===== src/rtl/huffman_seq.sv =====
// huffman_seq
//
// Frame sequencer for the 6-symbol Huffman core. For each accepted start it
// resets the core, streams one NPIX-pixel frame from a synchronous image ROM
// into the core, then waits for the core's count and code results and latches
// the CNT, HC and M tables. Between frames the core is held in reset, because
// it has no other way to restart.
//
// Ports
//   clk, reset            clock; asynchronous active-high reset
//   start                 one-cycle frame request, honoured only in IDLE
//   busy                  high in every state except IDLE
//   done                  one-cycle end-of-frame pulse (also on error ends)
//   err[1:0]              sticky status: 0 ok, 1 illegal pixel,
//                         2 CNT timeout, 3 CODE timeout
//   rom_rd, rom_addr      ROM read strobe and address
//   rom_q                 ROM data, valid the cycle after rom_rd
//   core_rst              active-high reset to the core
//   gray_valid, gray_data pixel strobe and value to the core
//   CNT_valid             core count-ready pulse
//   code_valid            core code-ready level
//   cnt_in, hc_in, m_in   core result buses, symbol 1 in [7:0] .. symbol 6 in [47:40]
//   cnt_tbl, hc_tbl, m_tbl latched result tables, same packing
//
// States
//   state        | meaning
//   -------------+--------------------------------------------------------
//   S_IDLE       | waiting for start; core held in reset
//   S_CLR        | two cycles of core reset before streaming
//   S_FETCH      | one ROM read per cycle, addresses 0..NPIX-1
//   S_WAIT_CNT   | last pixel drains; waiting for CNT_valid or timeout
//   S_WAIT_CODE  | waiting for code_valid or timeout
//   S_DONE       | done pulse after a successful frame
//   S_ERR        | done pulse after a failed frame; core held in reset

module huffman_seq #(
    parameter int NPIX    = 100,
    parameter int AW      = 7,
    parameter int TIMEOUT = 255
) (
    input  logic          clk,
    input  logic          reset,
    input  logic          start,
    output logic          busy,
    output logic          done,
    output logic [1:0]    err,
    output logic          rom_rd,
    output logic [AW-1:0] rom_addr,
    input  logic [7:0]    rom_q,
    output logic          core_rst,
    output logic          gray_valid,
    output logic [7:0]    gray_data,
    input  logic          CNT_valid,
    input  logic          code_valid,
    input  logic [47:0]   cnt_in,
    input  logic [47:0]   hc_in,
    input  logic [47:0]   m_in,
    output logic [47:0]   cnt_tbl,
    output logic [47:0]   hc_tbl,
    output logic [47:0]   m_tbl
);

    typedef enum logic [2:0] {
        S_IDLE,
        S_CLR,
        S_FETCH,
        S_WAIT_CNT,
        S_WAIT_CODE,
        S_DONE,
        S_ERR
    } state_t;

    localparam logic [1:0]    ERR_OK    = 2'd0;
    localparam logic [1:0]    ERR_PIX   = 2'd1;
    localparam logic [1:0]    ERR_CNT   = 2'd2;
    localparam logic [1:0]    ERR_CODE  = 2'd3;
    localparam logic [AW-1:0] LAST_ADDR = AW'(NPIX - 1);
    // The wait counter holds the number of wait cycles already spent, so
    // the TIMEOUT-th wait cycle is the one where it reads TIMEOUT-1.
    localparam logic [7:0]    WAIT_LAST = 8'(TIMEOUT - 1);

    state_t        state;
    state_t        state_nxt;
    logic [AW-1:0] addr;
    logic          clr_second;
    logic          rd_q;
    logic [7:0]    wcnt;
    logic [1:0]    err_q;

    logic          pix_bad;
    logic          wait_exp;
    logic          err_clr;
    logic          err_set;
    logic [1:0]    err_nxt;
    logic          cap_cnt;
    logic          cap_code;

    // Pixel pipe: the ROM answers one cycle after the read, and that data
    // goes straight to the core in the same cycle, so the only stage is
    // the registered copy of the read strobe.
    assign pix_bad    = rd_q && ((rom_q == 8'd0) || (rom_q > 8'd6));
    assign gray_valid = rd_q && !pix_bad;
    assign gray_data  = rd_q ? rom_q : 8'd0;

    assign wait_exp   = (wcnt == WAIT_LAST);
    assign rom_addr   = addr;
    assign err        = err_q;

    always_ff @(posedge clk or posedge reset) begin
        if (reset) begin
            state <= S_IDLE;
        end else begin
            state <= state_nxt;
        end
    end

    always_comb begin
        state_nxt = state;
        busy      = 1'b1;
        done      = 1'b0;
        core_rst  = 1'b0;
        rom_rd    = 1'b0;
        err_clr   = 1'b0;
        err_set   = 1'b0;
        err_nxt   = ERR_OK;
        cap_cnt   = 1'b0;
        cap_code  = 1'b0;

        case (state)
            S_IDLE: begin
                busy     = 1'b0;
                core_rst = 1'b1;
                if (start) begin
                    err_clr   = 1'b1;
                    state_nxt = S_CLR;
                end
            end

            S_CLR: begin
                core_rst = 1'b1;
                if (clr_second) begin
                    state_nxt = S_FETCH;
                end
            end

            S_FETCH: begin
                rom_rd = 1'b1;
                if (pix_bad) begin
                    err_set   = 1'b1;
                    err_nxt   = ERR_PIX;
                    state_nxt = S_ERR;
                end else if (addr == LAST_ADDR) begin
                    state_nxt = S_WAIT_CNT;
                end
            end

            S_WAIT_CNT: begin
                // The first cycle here still carries the final pixel, so a
                // bad value there is reported as a pixel error.
                if (pix_bad) begin
                    err_set   = 1'b1;
                    err_nxt   = ERR_PIX;
                    state_nxt = S_ERR;
                end else if (CNT_valid) begin
                    cap_cnt   = 1'b1;
                    state_nxt = S_WAIT_CODE;
                end else if (wait_exp) begin
                    err_set   = 1'b1;
                    err_nxt   = ERR_CNT;
                    state_nxt = S_ERR;
                end
            end

            S_WAIT_CODE: begin
                if (code_valid) begin
                    cap_code  = 1'b1;
                    state_nxt = S_DONE;
                end else if (wait_exp) begin
                    err_set   = 1'b1;
                    err_nxt   = ERR_CODE;
                    state_nxt = S_ERR;
                end
            end

            S_DONE: begin
                done      = 1'b1;
                state_nxt = S_IDLE;
            end

            S_ERR: begin
                done      = 1'b1;
                core_rst  = 1'b1;
                state_nxt = S_IDLE;
            end

            default: begin
                state_nxt = S_IDLE;
            end
        endcase
    end

    // Read address walks 0..NPIX-1 while fetching and rests at 0 otherwise.
    always_ff @(posedge clk or posedge reset) begin
        if (reset) begin
            addr <= '0;
        end else if ((state == S_FETCH) && (state_nxt == S_FETCH)) begin
            addr <= addr + 1'b1;
        end else begin
            addr <= '0;
        end
    end

    always_ff @(posedge clk or posedge reset) begin
        if (reset) begin
            clr_second <= 1'b0;
        end else if (state == S_CLR) begin
            clr_second <= ~clr_second;
        end else begin
            clr_second <= 1'b0;
        end
    end

    // A bad pixel kills the strobe of the read already in flight so nothing
    // more reaches the core after the error.
    always_ff @(posedge clk or posedge reset) begin
        if (reset) begin
            rd_q <= 1'b0;
        end else begin
            rd_q <= rom_rd && !pix_bad;
        end
    end

    // Cleared on every state change, so each wait state starts from zero.
    always_ff @(posedge clk or posedge reset) begin
        if (reset) begin
            wcnt <= 8'd0;
        end else if (state_nxt != state) begin
            wcnt <= 8'd0;
        end else if (wcnt != 8'hFF) begin
            wcnt <= wcnt + 8'd1;
        end
    end

    always_ff @(posedge clk or posedge reset) begin
        if (reset) begin
            err_q <= ERR_OK;
        end else if (err_clr) begin
            err_q <= ERR_OK;
        end else if (err_set) begin
            err_q <= err_nxt;
        end
    end

    always_ff @(posedge clk or posedge reset) begin
        if (reset) begin
            cnt_tbl <= 48'd0;
        end else if (cap_cnt) begin
            cnt_tbl <= cnt_in;
        end
    end

    always_ff @(posedge clk or posedge reset) begin
        if (reset) begin
            hc_tbl <= 48'd0;
            m_tbl  <= 48'd0;
        end else if (cap_code) begin
            hc_tbl <= hc_in;
            m_tbl  <= m_in;
        end
    end

endmodule


===== config.mk =====
export PLATFORM = sky130hd
export DESIGN_NAME = huffman_seq
export DESIGN_NICKNAME = d
export VERILOG_FILES = /design/src/rtl/huffman_seq.sv
export SDC_FILE = /design/constraint.sdc
export NUM_CORES = 1
export LEC_CHECK = 0
export BUFFER_PORTS_ARGS = -buffer_cell sky130_fd_sc_hd__buf_2
export CAP_MARGIN = 20
export CORE_AREA = 2 2 125 127
export CTS_CLUSTER_DIAMETER = 40
export DETAILED_ROUTE_END_ITERATION = 10
export DIE_AREA = 0 0 127 129
export PLACE_DENSITY_LB_ADDON = 0.25
export SLEW_MARGIN = 20
export SYNTH_ARGS = -nofsm -noshare
export SYNTH_HDL_FRONTEND = slang
export SYNTH_SLANG_ARGS = --single-unit

===== constraint.sdc =====
create_clock -name clk -period 5.3 [get_ports clk]
set_clock_uncertainty 0.05 [all_clocks]
set_input_delay 0.265 -clock clk [delete_from_list [all_inputs] [get_ports clk]]
set_output_delay 0.265 -clock clk [all_outputs]
set_load 0.05 [all_outputs]

Word-level counts from Yosys, hierarchy flattened
Cells that the tools add are included.
{"block": "totals", "input_bits": 157, "ff_bits": 166}
{"block": "op_classes", "n_reduce_logical": 12, "n_eq_ne": 11, "add_sub_neg": 2, "magnitude_cmp": 1, "muxes": 40, "bitwise_logic": 1}
{"op": "$mux W3", "count": 8}
{"op": "$mux W8", "count": 3}
{"op": "$mux W1", "count": 18}
{"op": "$pmux W3 S5", "count": 1}
{"op": "$mux W2", "count": 7}
{"op": "$eq A3 B2 Y1 const B", "count": 3}
{"op": "$eq A3 B3 Y1 const B", "count": 3}
{"op": "$add A8 B1 Y8 const B", "count": 1}
{"op": "$eq A8 B8 Y1 const B", "count": 1}
{"op": "$gt A8 B3 Y1 const B", "count": 1}
{"op": "$logic_not A8 Y1", "count": 1}
{"op": "$ne A8 B8 Y1 const B", "count": 1}
{"op": "$add A7 B1 Y7 const B", "count": 1}
{"op": "$eq A7 B7 Y1 const B", "count": 1}
{"op": "$mux W7", "count": 1}
{"op": "$pmux W2 S3", "count": 1}
{"op": "$logic_and A1 B1 Y1", "count": 4}
{"op": "$reduce_bool A2 Y1", "count": 2}
{"op": "$eq A3 B1 Y1 const B", "count": 1}
{"op": "$logic_not A3 Y1", "count": 1}
{"op": "$ne A3 B3 Y1", "count": 1}
{"op": "$pmux W1 S3", "count": 1}
{"op": "$reduce_or A3 Y1", "count": 1}
{"op": "$reduce_or A2 Y1", "count": 1}
{"op": "3 further kinds", "count": 3}

Depth between registers and ports, before layout
Gate-level depths: netlist of run 1.
{"block": "depth", "depth_word": 8, "mapped_depth": 7, "ltp_nobuf": 7}

Worst setup path after synthesis of run 1
Ideal clock, no wire load.
{"block": "synth_timing", "kind": "in2reg", "startpoint": "in rom_q[5]", "endpoint": "reg cnt_tbl[0]", "arrival_ps": 2168, "n_path_buf": 2, "setup_slack_ps": 2957, "path_stages": 7, "cell_sequence": "or4_4 -> o41ai_4 -> nand2_4 -> nor2_4 -> buf_6 -> buf_12 -> mux2_4"}
{"block": "synth_via", "elab_chain_len": 5, "word_cells_on_any_way": 6}
{"item": "start: declaration", "line_no": "49", "source": "input logic [7:0] rom_q,"}
{"item": "$gt A8 B3 Y1 or $logic_not A8 Y1 (tied branches)", "line_no": "101", "source": "assign pix_bad = rd_q && ((rom_q == 8'd0) || (rom_q > 8'd6));"}
{"item": "$logic_or A1 B1 Y1 (*)", "line_no": "101"}
{"item": "$logic_and A1 B1 Y1 (*)", "line_no": "101"}
{"item": "$mux W1 (*)", "line_no": "160", "source": "if (pix_bad) begin"}
{"item": "$mux W1 (*)", "line_no": "129", "source": "case (state)"}
{"item": "end signal: assignment", "line_no": "258", "source": "cnt_tbl <= cnt_in;"}
{"item": "end: declaration", "line_no": "58", "source": "output logic [47:0] cnt_tbl,"}
Mark *: on every way between the ends. The rest lies on a longest branch, timed or not.
A chain may end at the register's enable or synchronous reset.

Final worst setup path of run 1
{"block": "layout_timing", "startpoint": "in rom_q[5]", "endpoint": "reg cnt_tbl[42]"}
Same word-level chain as after synthesis.

==> results.md, run 1 <==
- The flow ran to the end, and the final reports show no timing, DRC or antenna violations.
- The share of total power dissipated in sequential elements is 32.9%.
- Cell internal power was estimated by the tool at between 3 and 4 mW.
- The synthesized netlist net count is 613.
- In this design, the stage delay of the slowest critical-path cell is 0.76 ns.
- For this run, the number of Yosys warnings is 0.
- The post-synth design cell area is ~6800 sq um.
- The largest individual stage delay along the critical path comes from the cell nor2_4.
- The unique cell type count in the Yosys netlist is between 50 and 60.
- After floorplanning, the core was divided into 45 placement rows.
- In the synthesized netlist the dominant register cell turns out to be dfrtp_1.
- Counting along the longest clock path gives a buffer depth of 2.
- In this run the biggest area consumer among cell types represents 61.2% of the synthesized area.
- The total negative setup slack is 0 ns.
- The count of filler cells inserted in the layout is 1,148.
- In this run the count of I/O pins placed on the die edge is 323.
- The clock network accounts for 20.3% of the total power.
- The global-route wire length before repair is 25,200 um.
- The share of synthesized flip-flops with an asynchronous set or reset is 100%.
- The number of antenna violations at the first check in global routing came to 0.
- The leakage power figure is 4.98 nW.
- The number of clock sinks is approximately 170.
- Traced cell by cell, the critical path runs through buf_2 > or4_4 > o41ai_4 > nand2_4 > nor2_4 > buf_4 > mux2_2.
- For this block, the via count after detailed routing is 4,902.
- The data arrival time of the worst path is 3.24 ns.
- TritonCTS built the clock tree.
- After clock tree synthesis, the clock-pin slew on the worst setup and hold paths is about 0.070 ns.
- From left edge to right edge, the die measures 127 um.
- The final number of setup-violating endpoints is 0.
- The number of instances in the placed design is 945.
- Of the synthesized area, sequential elements account for 61.2%.
- The remaining routing DRC violations is 0.
- Setup repair after global routing left no endpoint under its margin.
- The die is 129 um tall.
- The number of iterations in the first detailed-routing pass is 4.
- Buffers placed on the I/O ports in this run total around 320.
- The count of H-tree levels built during CTS is 4.
- In the post-synthesis netlist, the biggest area contributors are dfrtp_1, mux2_2, mux2_4.
- Max-cap violations in this run came to 0.
- From synthesis to final layout, the design area changed by 34.8%.
- The initial core utilization is 45.3%.
- After detailed routing, the total wire length is roughly 16,000 um.
- The largest net degree at the start of global routing is 113.
- Dividing the synthesized area by the synthesized cell count gives 15.0 sq um.
- Using the TritonRoute via totals, the vias-per-cell ratio works out to between 5 and 6.
- STA puts the critical path data required time at 5.54 ns.
- The detailed placement HPWL is 12,400 um.
- The count of cells in the finished layout, fillers not included, comes to between 900 and 1,000.
- The via count of the first global-routing pass is 5,126.
- After floorplanning, the core was sized to cover approximately 15,000 sq um.
- The combinational share of power is 46.8%.
- The switching share of total power is a little under half.
- In the synthesized netlist, the number of instances is 453.
- Summed over all layers, the global routing overflow is 0.
- The number of antenna diodes is 0.
- The share of layout cells above drive strength 1 is approximately 65%.
- The number of enable-type register cells in the synthesized netlist is 0.
- The combined global-route utilization of all metal layers is about a fifth.
- Leaving out fill and tap cells, the most frequent cells in the layout are buf_2, dfrtp_1, mux2_2.
- The final max-slew violation count came to 0.
- The clock root buffer master is clkbuf_16.
- dfrtp_1 takes more of the synthesized area than any other cell.
- Of all nets on the critical path, the largest fanout is 32.
- For this design the ratio of total power to cell area is 641 nW/um^2.
- The initial DRC count is 145.
- The final layout contains 938 nets.
- For the pin with the worst max-slew slack, the measured transition is between 0.9 and 1 ns.
- The net switching power is between 2 and 3 mW.
- By startpoint and endpoint, the worst setup path is classified as primary input to flip-flop.
- The final weighted congestion in routability-driven placement is 0.773.
- Headroom to the max-slew limit came out at 36.8%.
- The min-delay analysis places its worst path in the category primary input to flip-flop.
- The critical path startpoint category is a primary input.
- The wire length per cell is 16.8 um.
- The number of hold violations in the final report is 0.
- The most common cell after layout, fill and taps aside is buf_2.
- The ratio of final minimum period to clock period is 56.6%.
- The final critical delay including setup and external delays is 3.00 ns.
- Across the VDD grid, the largest voltage drop is 0.399 mV.
- Derived from the worst setup path, the maximum achievable clock frequency is 0.333 GHz.
- The area enclosed by the die boundary is 16,400 sq um.
- The kind of capture point of the worst setup path is a flip-flop.
- Buffers inserted during clock tree synthesis total 17.
- The number of register bits inferred by synthesis is about 170.
- In this run the remaining antenna-violating nets after routing total 0.
- The clock latency on the worst-skew pair is between 0.4 and 0.5 ns.
-- sequential cells by signal, summed over array words and instances (netlist names) --
| register | cells |
|---|---|
| cnt_tbl | 48 |
| rom_addr | 7 |
| state | 3 |
| m_tbl | 48 |
| rd_q | 1 |
| err | 2 |
| wcnt | 8 |
| hc_tbl | 48 |
| clr_second | 1 |
-- worst max-delay path, delay by kind of cell --
kind,cells,cell delay (ns)
compound gates,1,0.61
mux,1,0.38
buf+inv,2,0.55
simple gates,3,1.42
-- routing by layer --
metal  share of wire (%)  track usage [%]
met2                  53             34.6
met1                  37             22.3
met5                   0                0
met3                 8.2             6.74
met4                 1.9             7.82
-- layout make-up --
class	count	area (sq um)	share of cell area (%)
clock buffer	20	457	4.99
tap	188	235	2.57
inverter	5	23.8	0.260
timing repair buffer	327	1670	18.3
multi-input combinational	261	2490	27.2
clock inverter	12	118	1.29
sequential	166	4150	45.4
-- synth_stat cells, types with 2 or more instances --
library cell,number
a2111oi_0,2
a2111oi_2,2
a221oi_1,2
and2_1,10
and3_1,4
buf_12,2
buf_4,2
clkbuf_1,15
dfrtp_1,166
ha_1,3
inv_1,5
mux2_2,124
mux2_4,20
mux2i_1,2
nand2_1,10
nand2b_1,2
nand3_1,6
nand4_1,2
nor2_1,16
nor2b_1,3
nor3_1,11
nor4_1,2
o21ai_0,3
o22ai_1,2
or3_1,2
xnor2_1,7
xor2_1,4
-- per-stage QoR --
step / instance area [sq um] / hold WS (ns) / setup WS, ns / utilization, % / power, mW
after global routing: 9150 / 0.00584 / 2.11 / 61.1 / 6.13
final: 9150 / 0.0242 / 2.30 / 61.1 / 5.87
after global placement: 8540 / 0.413 / 1.92 / 57.0 / 4.64
after detailed placement: 8540 / 0.432 / 1.86 / 57.0 / 4.71
after CTS: 9110 / 0.00796 / 2.30 / 60.9 / 5.92
after floorplan: 6790 / 0.363 / 0.495 / - / 4.05
-- cell families (layout without fill, tap and decap cells) --
group	count (synthesis)	count (layout)	share of synthesized area [%]
XOR/XNOR	11	11	1.42
buffers and inverters	26	364	2.16
adder cells (fa/ha/maj)	3	3	0.553
AND/OR/NAND/NOR	77	77	6.18
multiplexers	146	146	25.3
flip-flops	166	166	61.2
AO/OA/AOI/OAI	24	24	3.21
-- worst paths after layout --
path | from | end | slack, ns | cells past startpoint
max in group asynchronous | reset | hc_tbl[25] | 3.87 | 4
min in group asynchronous | reset | m_tbl[34] | 0.32 | 3
setup / recovery | rom_q[5] | cnt_tbl[42] | 2.30 | 7
setup reg to reg | state[1] | cnt_tbl[42] | 2.41 | 5
hold reg to reg | rom_addr[0] | rom_addr[0] | 0.44 | 1
hold / removal | m_in[37] | m_tbl[37] | 0.02 | 2
-- power by group through the flow --
| stage | registers [mW] | logic, mW | clock network (mW) |
|---|---|---|---|
| floorplan | 3.26 | 0.787 | 0 |
| global placement | 1.93 | 2.72 | 0 |
| detailed placement | 1.95 | 2.76 | 0 |
| CTS | 1.93 | 2.76 | 1.22 |
| global route | 1.99 | 2.86 | 1.28 |
| finish | 1.93 | 2.74 | 1.19 |
-- repair_timing --
action	CTS	global route
buffers inserted	0	0
hold endpoints to repair	0	26
gates resized for setup	0	0
hold buffers	0	1
(Power assumes the default switching activity.)
==> run 2: changes to the inputs <==
==> constraint.sdc (replaced) <==
create_clock -name clk -period 2.79 [get_ports clk]
set_clock_uncertainty 0.05 [all_clocks]
set_input_delay 0.1395 -clock clk [delete_from_list [all_inputs] [get_ports clk]]
set_output_delay 0.1395 -clock clk [all_outputs]
set_load 0.05 [all_outputs]
==> results.md, run 2 (same netlist as run 1, synthesis figures left out) <==
- The run finished with clean final reports.
- The via count normalized by instance count was 4.95 (-1.1%).
- The cell area power density is 1090 nW/um^2 (+69%).
- The number of buffers inserted by post-CTS setup repair is 0 (unchanged).
- The cell row count was 45 (unchanged).
- The remaining routing DRC violations is 0 (unchanged).
- The wire length per cell is 17.1 um (+1.8%).
- The total via count after detailed routing came to 5,570 (+14%).
- The combined global-route utilization of all metal layers is 23.8% (+4.1 points).
- The final max-slew violation count is 0 (unchanged).
- The total detailed-routing wirelength is 19,200 um (+17%).
- The worst vdd rail ir drop is 0.747 mV (+87%).
- Compared with the post-synthesis result, the final layout area differs by 57.3%.
- The maximum buffer depth of the clock tree came to 2 (unchanged).
- The data arrival time of the worst path is 2.45 ns (-0.79 ns).
- The reg2reg setup slack came to 0.58 ns (-1.83 ns).
- The endpoint of the worst hold-timing path is err[1].
- The count of H-tree levels built during CTS is 4 (unchanged).
- The number of clock sinks is 166 (unchanged).
- The number of maximum-capacitance violations is 0 (unchanged).
- The number of iterations in the first detailed-routing pass is 6 (+2).
- The number of cells traversed by the worst hold path is 3 (+1).
- The largest fanout of any net on the critical path is 15 (-53%).
- The largest net degree at the start of global routing was 167 (+48%).
- The clock tree from TritonCTS is done.
- The final number of setup-violating endpoints is 0 (unchanged).
- The clock root buffer master is clkbuf_16.
- The share of layout cells above drive strength 1 came to 54.9% (-9.7 points).
- The die outline width was 127 um (unchanged).
- The biggest cell delay along the critical path was 0.61 ns (-0.15 ns).
- The worst hold path begins at code_valid.
- The largest registers in the layout are cnt_tbl: 48 flops, hc_tbl: 48 flops, m_tbl: 48 flops.
- The final weighted congestion in routability-driven placement is 0.851 (+10%).
- The hold buffer count at cts was 145 (+145).
- The number of I/O pins was 323 (unchanged).
- The count of nets left with antenna violations after detail routing was 0 (unchanged).
- The number of antenna diodes is 0 (unchanged).
- The detailed placement HPWL came to 11,900 um (-3.5%).
- The leakage power figure is 5.63 nW (+13%).
- The count of buffers inserted at the top-level ports is 322 (unchanged).
- The number of antenna violations at the first check in global routing is 0 (unchanged).
- The critical path startpoint category is a flip-flop.
- The transition time at the pin with the least slew margin is 0.877 ns (-0.0697 ns).
- The number of hold violations in the final report came to 0 (unchanged).
- The count of filler cells inserted in the layout came to 969 (-16%).
- The library cell contributing the largest single delay on the critical path is dfrtp_1.
- In this run the worst setup path begins at state[0].
- The reg-to-reg critical path startpoint is state[0].
- The critical path in this run is classified as flip-flop to flip-flop.
- The worst-case reg-to-reg path depth is 5 (unchanged).
- The number of nets at the end of the flow is 1,084 (+16%).
- The number of resized instances in the post-cts repair step is 0 (unchanged).
- The endpoint required time on the critical path came to 3.03 ns (-2.51 ns).
- After layout, the minimum clock period comes to 2.21 ns.
- The area enclosed by the die boundary is 16,400 sq um (unchanged).
- The post-place instance area came to 8610 sq um (+0.84%).
- The clock input transition at the sequential cells of the worst setup and hold paths is 0.06 ns (about the same).
- The final critical path takes up 79.2% of the cycle.
- The total global routing overflow was 0 (unchanged).
- The via count of the first global-routing pass is 6,018 (+17%).
- The clock latency on the worst-skew pair is 0.42 ns (about the same).
- The library cell used most frequently in the layout, excluding fill and tap cells, is buf_2.
- Setup repair after global routing left no endpoint under its margin.
- The type of the most critical hold path is primary input to flip-flop.
- The total clock buffers created by CTS is 17 (unchanged).
- The capturing point of the worst reg2reg path is wcnt[1].
- The initial core utilization was 45.3% (unchanged).
- In the layout the commonest cells are buf_2, dfrtp_1, dlygate4sd3_1.
- The critical path goes through nor2b_1 > a221oi_1 > or2_2 > o31a_1 > a2111oi_2.
- The total negative setup slack is 0 ns (unchanged).
- The global-route wire length before repair is 30,300 um (+20%).
- The initial DRC count was 244 (+68%).
- The vertical die dimension came to 129 um (unchanged).
- The area of the core was 15,000 sq um (unchanged).
- Based on the critical path, the design can be clocked at up to approximately 0.45 GHz.
- The summed area of non-filler cells in the final layout is 10,700 sq um (+17%).
- The kind of capture point of the worst setup path is a flip-flop.
- The tightest slew margin relative to the limit was 41.6% (+4.8 points).
run 2: changes by cell type in the layout (fill, tap and decap cells not counted), sizes merged:
cell	before	now
dlygate4sd3	1	145
buf	326	328
bufinv	1	3
clkinvlp	4	2
clkbuf	20	19
clkinv	3	4
run 2: how the worst max path moves through the flow:
stage	to	slack, ns	cells after the start
4_1_cts	cnt_tbl[24]	0.62	5
3_5_place_dp	wcnt[1]	0.44	7
5_1_grt	wcnt[1]	0.44	5
6_report	wcnt[1]	0.58	5
2_1_floorplan	clr_second	0.49	1
3_3_place_gp	cnt_tbl[24]	0.48	7
run 2: layer usage:
layer	global-route usage [%]	vias to the layer above	wire, um
li1	-	2564	-
met1	26.6	2710	7240
met2	41.5	237	10000
met3	7.23	59	1310
met4	12.2	0	656
met5	0	-	0
run 2: final cells by class:
cell class	count	area, sq um	share of cell area, %
repair buffers	473	3160	29.6
multi-input cells	261	2490	23.3
flip-flops and latches	166	4150	38.9
clock inverters	13	165	1.55
well taps	188	235	2.20
clock buffers	19	453	4.24
inverters	5	22.5	0.211
run 2: worst max-delay path: cells and delay by family, from the launching register on:
family,cells,cell delay (ns)
compound gates,3,0.78
simple gates,2,0.64
flops,1,0.61
run 2: per-stage QoR:
step / instances / util [%] / hold slack (ns) / power, mW / setup slack, ns
detailed placement: 948 / 57.5 / 0.325 / 8.95 / 0.441
global placement: 948 / 57.5 / 0.321 / 8.85 / 0.482
finish: 1125 / 71.3 / 0.0560 / 11.6 / 0.582
floorplan: 453 / - / 0.238 / 7.69 / 0.488
CTS: 1125 / 71.3 / 0.0269 / 11.6 / 0.617
global route: 1125 / 71.3 / 0.0608 / 12.1 / 0.436
run 2: power by group:
group	internal, mW	switching [mW]	total (mW)
Clock	1.47	0.982	2.45
Sequential	3.19	0.505	3.69
Combinational	1.62	3.84	5.46
==> run 3: changes to the inputs <==
--- a/config.mk
+++ b/config.mk
@@ -5,12 +5,12 @@
 export SDC_FILE = /design/constraint.sdc
 export NUM_CORES = 1
 export LEC_CHECK = 0
+export ABC_AREA = 1
 export BUFFER_PORTS_ARGS = -buffer_cell sky130_fd_sc_hd__buf_2
 export CAP_MARGIN = 20
-export CORE_AREA = 2 2 125 127
+export CORE_UTILIZATION = 42
 export CTS_CLUSTER_DIAMETER = 40
 export DETAILED_ROUTE_END_ITERATION = 10
-export DIE_AREA = 0 0 127 129
 export PLACE_DENSITY_LB_ADDON = 0.25
 export SLEW_MARGIN = 20
 export SYNTH_ARGS = -nofsm -noshare
==> constraint.sdc (replaced) <==
create_clock -name clk -period 1.9 [get_ports clk]
set_clock_uncertainty 0.05 [all_clocks]
set_input_delay 0.095 -clock clk [delete_from_list [all_inputs] [get_ports clk]]
set_output_delay 0.095 -clock clk [all_outputs]
set_load 0.05 [all_outputs]
==> results.md, run 3 <==
- The run finished with clean final reports.
- The data arrival time of the worst path was 1.96 ns (-0.49 ns).
- The wire length per cell is 14.7 um (-14%).
- In the layout the commonest cells are nand2_1, buf_2, dfrtp_1.
- The internal power of the cells came to 9.52 mW (+52%).
- The clock latency on the worst-skew pair is 0.41 ns (about the same).
- The global-route wire length before repair is 31,800 um (+5.0%).
- The detailed placement HPWL is 12,100 um (+1.7%).
- After synthesis, the most frequently instantiated cells are nand2_1, dfrtp_1, inv_1, nor2_1, mux2_2.
- The number of antenna diodes is 0 (unchanged).
- The endpoint required time on the critical path is 2.15 ns (-0.88 ns).
- The count of filler cells inserted in the layout is 1,183 (+22%).
- The total global routing overflow is 0 (unchanged).
- In the post-synthesis netlist, the cell with the most instances is nand2_1.
- The multi-input gate area in the final layout is 2400 sq um (-3.6%).
- The number of hold violations in the final report was 0 (unchanged).
- The share of total power in sequential cells was 30.3% (-1.5 points).
- The tree is rooted in a clkbuf_16.
- The number of clock sinks is 166 (unchanged).
- In the final layout, the registers with the most flip-flops are cnt_tbl: 48 flops, hc_tbl: 48 flops, m_tbl: 48 flops.
- The largest fanout of any net on the critical path is 8 (-7).
- The via count normalized by instance count is 4.64 (-6.4%).
- In the synthesized netlist the dominant register cell turns out to be dfrtp_1.
- The share of layout cells above drive strength 1 is 37.0% (-18 points).
- The total via count after detailed routing is 6,504 (+17%).
- The mean area per synthesized cell was 9.71 sq um (-35%).
- The number of enable-type register cells in the synthesized netlist is 0 (unchanged).
- The tightest slew margin relative to the limit is 72.0% (+30 points).
- The switching share of total power is 51.1% (+5.2 points).
- The register cell area after layout is 4150 sq um (unchanged).
- The transition time at the pin with the least slew margin came to 0.420 ns (-0.457 ns).
- The worst setup path is captured at a flip-flop.
- The maximum buffer depth of the clock tree is 2 (unchanged).
- The number of maximum-capacitance violations is 0 (unchanged).
- The final number of setup-violating endpoints was 0 (unchanged).
- The maximum clock frequency was 0.585 GHz (+29%).
- The number of register bits inferred by synthesis was 166 (unchanged).
- The synthesized instance count was 703 (+55%).
- The synthesized netlist net count is 863 (+41%).
- The unique cell type count in the Yosys netlist is 31 (-39%).
- The count of buffers inserted at the top-level ports is 322 (unchanged).
- The number of nets at the end of the flow came to 1,334 (+23%).
- The cell area power density was 1810 nW/um^2 (+66%).
- The share of synthesized flip-flops with an asynchronous set or reset is 100% (unchanged).
- The total detailed-routing wirelength was 20,600 um (+7.3%).
- The setup slack of the critical path after layout is 0.191 ns (-0.391 ns).
- The final-layout worst hold slack is 0.178 ns (+0.122 ns).
- The worst setup path is launched from a flip-flop.
- The combinational share of power is 52.1% (+5.0 points).
- The total of warnings raised by yosys is 0 (unchanged).
- The area enclosed by the die boundary came to 16,800 sq um (+2.3%).
- The area growth from synthesis to final layout is 57.8%.
- The clock input transition at the sequential cells of the worst setup and hold paths is 0.07 ns (about the same).
- Setup repair after global routing left no endpoint under its margin.
- The initial DRC count is 254 (+4.1%).
- The category of the critical setup timing path is flip-flop to flip-flop.
- TritonCTS built the clock tree.
- The vertical die dimension is 129 um (+0.36%).
- The count of nets left with antenna violations after detail routing is 0 (unchanged).
- The ratio of final minimum period to clock period was 89.9% (+11 points).
- The initial core utilization came to 43.0% (-2.4 points).
- The reg2reg setup slack is 0.19 ns (-0.39 ns).
- The combined global-route utilization of all metal layers was 24.7% (+0.90 points).
- The die outline width is 129 um (+1.9%).
- The type of the most critical hold path is primary input to flip-flop.
- The most common cell after layout, fill and taps aside is nand2_1.
- The number of I/O pins is 323 (unchanged).
- The area of the core is 15,900 sq um (+6.1%).
- The worst setup slack before clock tree synthesis is 0.129 ns (-0.312 ns).
- The post-synth design cell area came to 6820 sq um (+0.53%).
- The number of iterations in the first detailed-routing pass is 5 (-1).
- The cell row count came to 46 (+2.2%).
- Sorting the synthesized cells by area gives the leading types as dfrtp_1, nand2_1, mux2_2.
- The leakage power figure is 6.00 nW (+6.5%).
- The final weighted congestion in routability-driven placement is 0.857 (+0.69%).
- The largest net degree at the start of global routing came to 81 (-51%).
- The final critical delay including setup and external delays is 1.71 ns (-0.499 ns).
- The total clock buffers created by CTS came to 17 (unchanged).
- The proportion of power drawn by the clock network is 17.6% (-3.5 points).
- The final max-slew violation count was 0 (unchanged).
- The remaining routing DRC violations is 0 (unchanged).
- dfrtp_1 takes more of the synthesized area than any other cell.
- The worst vdd rail ir drop was 1.15 mV (+54%).
- The net switching power is 9.93 mW (+87%).
- The count of H-tree levels built during CTS is 4 (unchanged).
- The number of antenna violations at the first check in global routing came to 0 (unchanged).
- The fraction of synthesized cell area taken by the top area cell type is 60.9% (-0.33 points).
- The via count of the first global-routing pass was 6,516 (+8.3%).
- The fraction of the yosys area taken by sequential cells is 60.9% (-0.33 points).
## run 3: path summary, 6_finish.rpt
check	depth (start not counted)	start	end
max in group asynchronous	4	reset	hc_tbl[19]
worst min register to register	1	clr_second	clr_second
worst max register to register	13	wcnt[0]	wcnt[5]
worst min-delay path	5	code_valid	state[0]
min in group asynchronous	3	reset	cnt_tbl[24]
worst max-delay path	13	wcnt[0]	wcnt[5]
## run 3: power by group through the flow
| stage | Sequential, mW | Combinational (mW) | Clock (mW) |
|---|---|---|---|
| final | 5.89 | 10.1 | 3.42 |
| after global routing | 6.06 | 10.7 | 3.66 |
| after CTS | 5.81 | 10.1 | 3.52 |
| after detailed placement | 5.83 | 9.83 | 0 |
| after global placement | 5.79 | 9.73 | 0 |
| after floorplan | 10.9 | 2.36 | 0 |
## run 3: cell families after synthesis
kind of cell / share of synthesized area [%]
XOR/XNOR: 0.770
flip-flops: 60.9
buffers and inverters: 3.98
AO/OA/AOI/OAI: 0.917
AND/OR/NAND/NOR: 23.9
adder cells (fa/ha/maj): 0.550
multiplexers: 9.02
## run 3: metal layers
metal  up-vias  routed length, um  track usage (%)
li1       3107                  -                -
met5         -                  0                0
met2       282              10400             43.5
met4         0                810             12.0
met3        53               1500             6.98
met1      3062               7920             27.5
## run 3: layout make-up
type,instances,area share (%)
Clock inverter,13,1.35
Inverter,37,1.32
Timing Repair Buffer,478,29.8
Multi-Input combinational cell,474,22.3
Sequential cell,166,38.6
Clock buffer,19,4.11
Tap cell,216,2.51
## run 3: what timing repair did
action                                  CTS  global route
setup buffers                             0             0
gates resized for setup                   0             3
endpoints found under the setup margin    0             8
hold endpoints to repair                159             0
hold buffers                            147             0
## run 3: stage by stage
| step | power [mW] | area [sq um] | TNS (ns) | instances | utilization, % |
|---|---|---|---|---|---|
| after global placement | 15.5 | 8710 | 0 | 1224 | 54.8 |
| after CTS | 19.4 | 10800 | 0 | 1403 | 67.8 |
| after floorplan | 13.3 | 6830 | -59.39 | 703 | - |
| after global routing | 20.4 | 10800 | 0 | 1403 | 67.8 |
| final | 19.4 | 10800 | 0 | 1403 | 67.8 |
| after detailed placement | 15.7 | 8710 | 0 | 1224 | 54.8 |
## run 3: critical path, stage by stage, from the launching register on
cell,delay (ns)
dfrtp_1,0.39
inv_2,0.08
ha_1,0.14
inv_1,0.04
nor2_1,0.12
nand2_2,0.10
nand3_1,0.08
o21ai_1,0.06
nand2_1,0.11
nand2_1,0.09
nand2_1,0.09
nand2_2,0.07
nand3_4,0.14
nor2_2,0.05
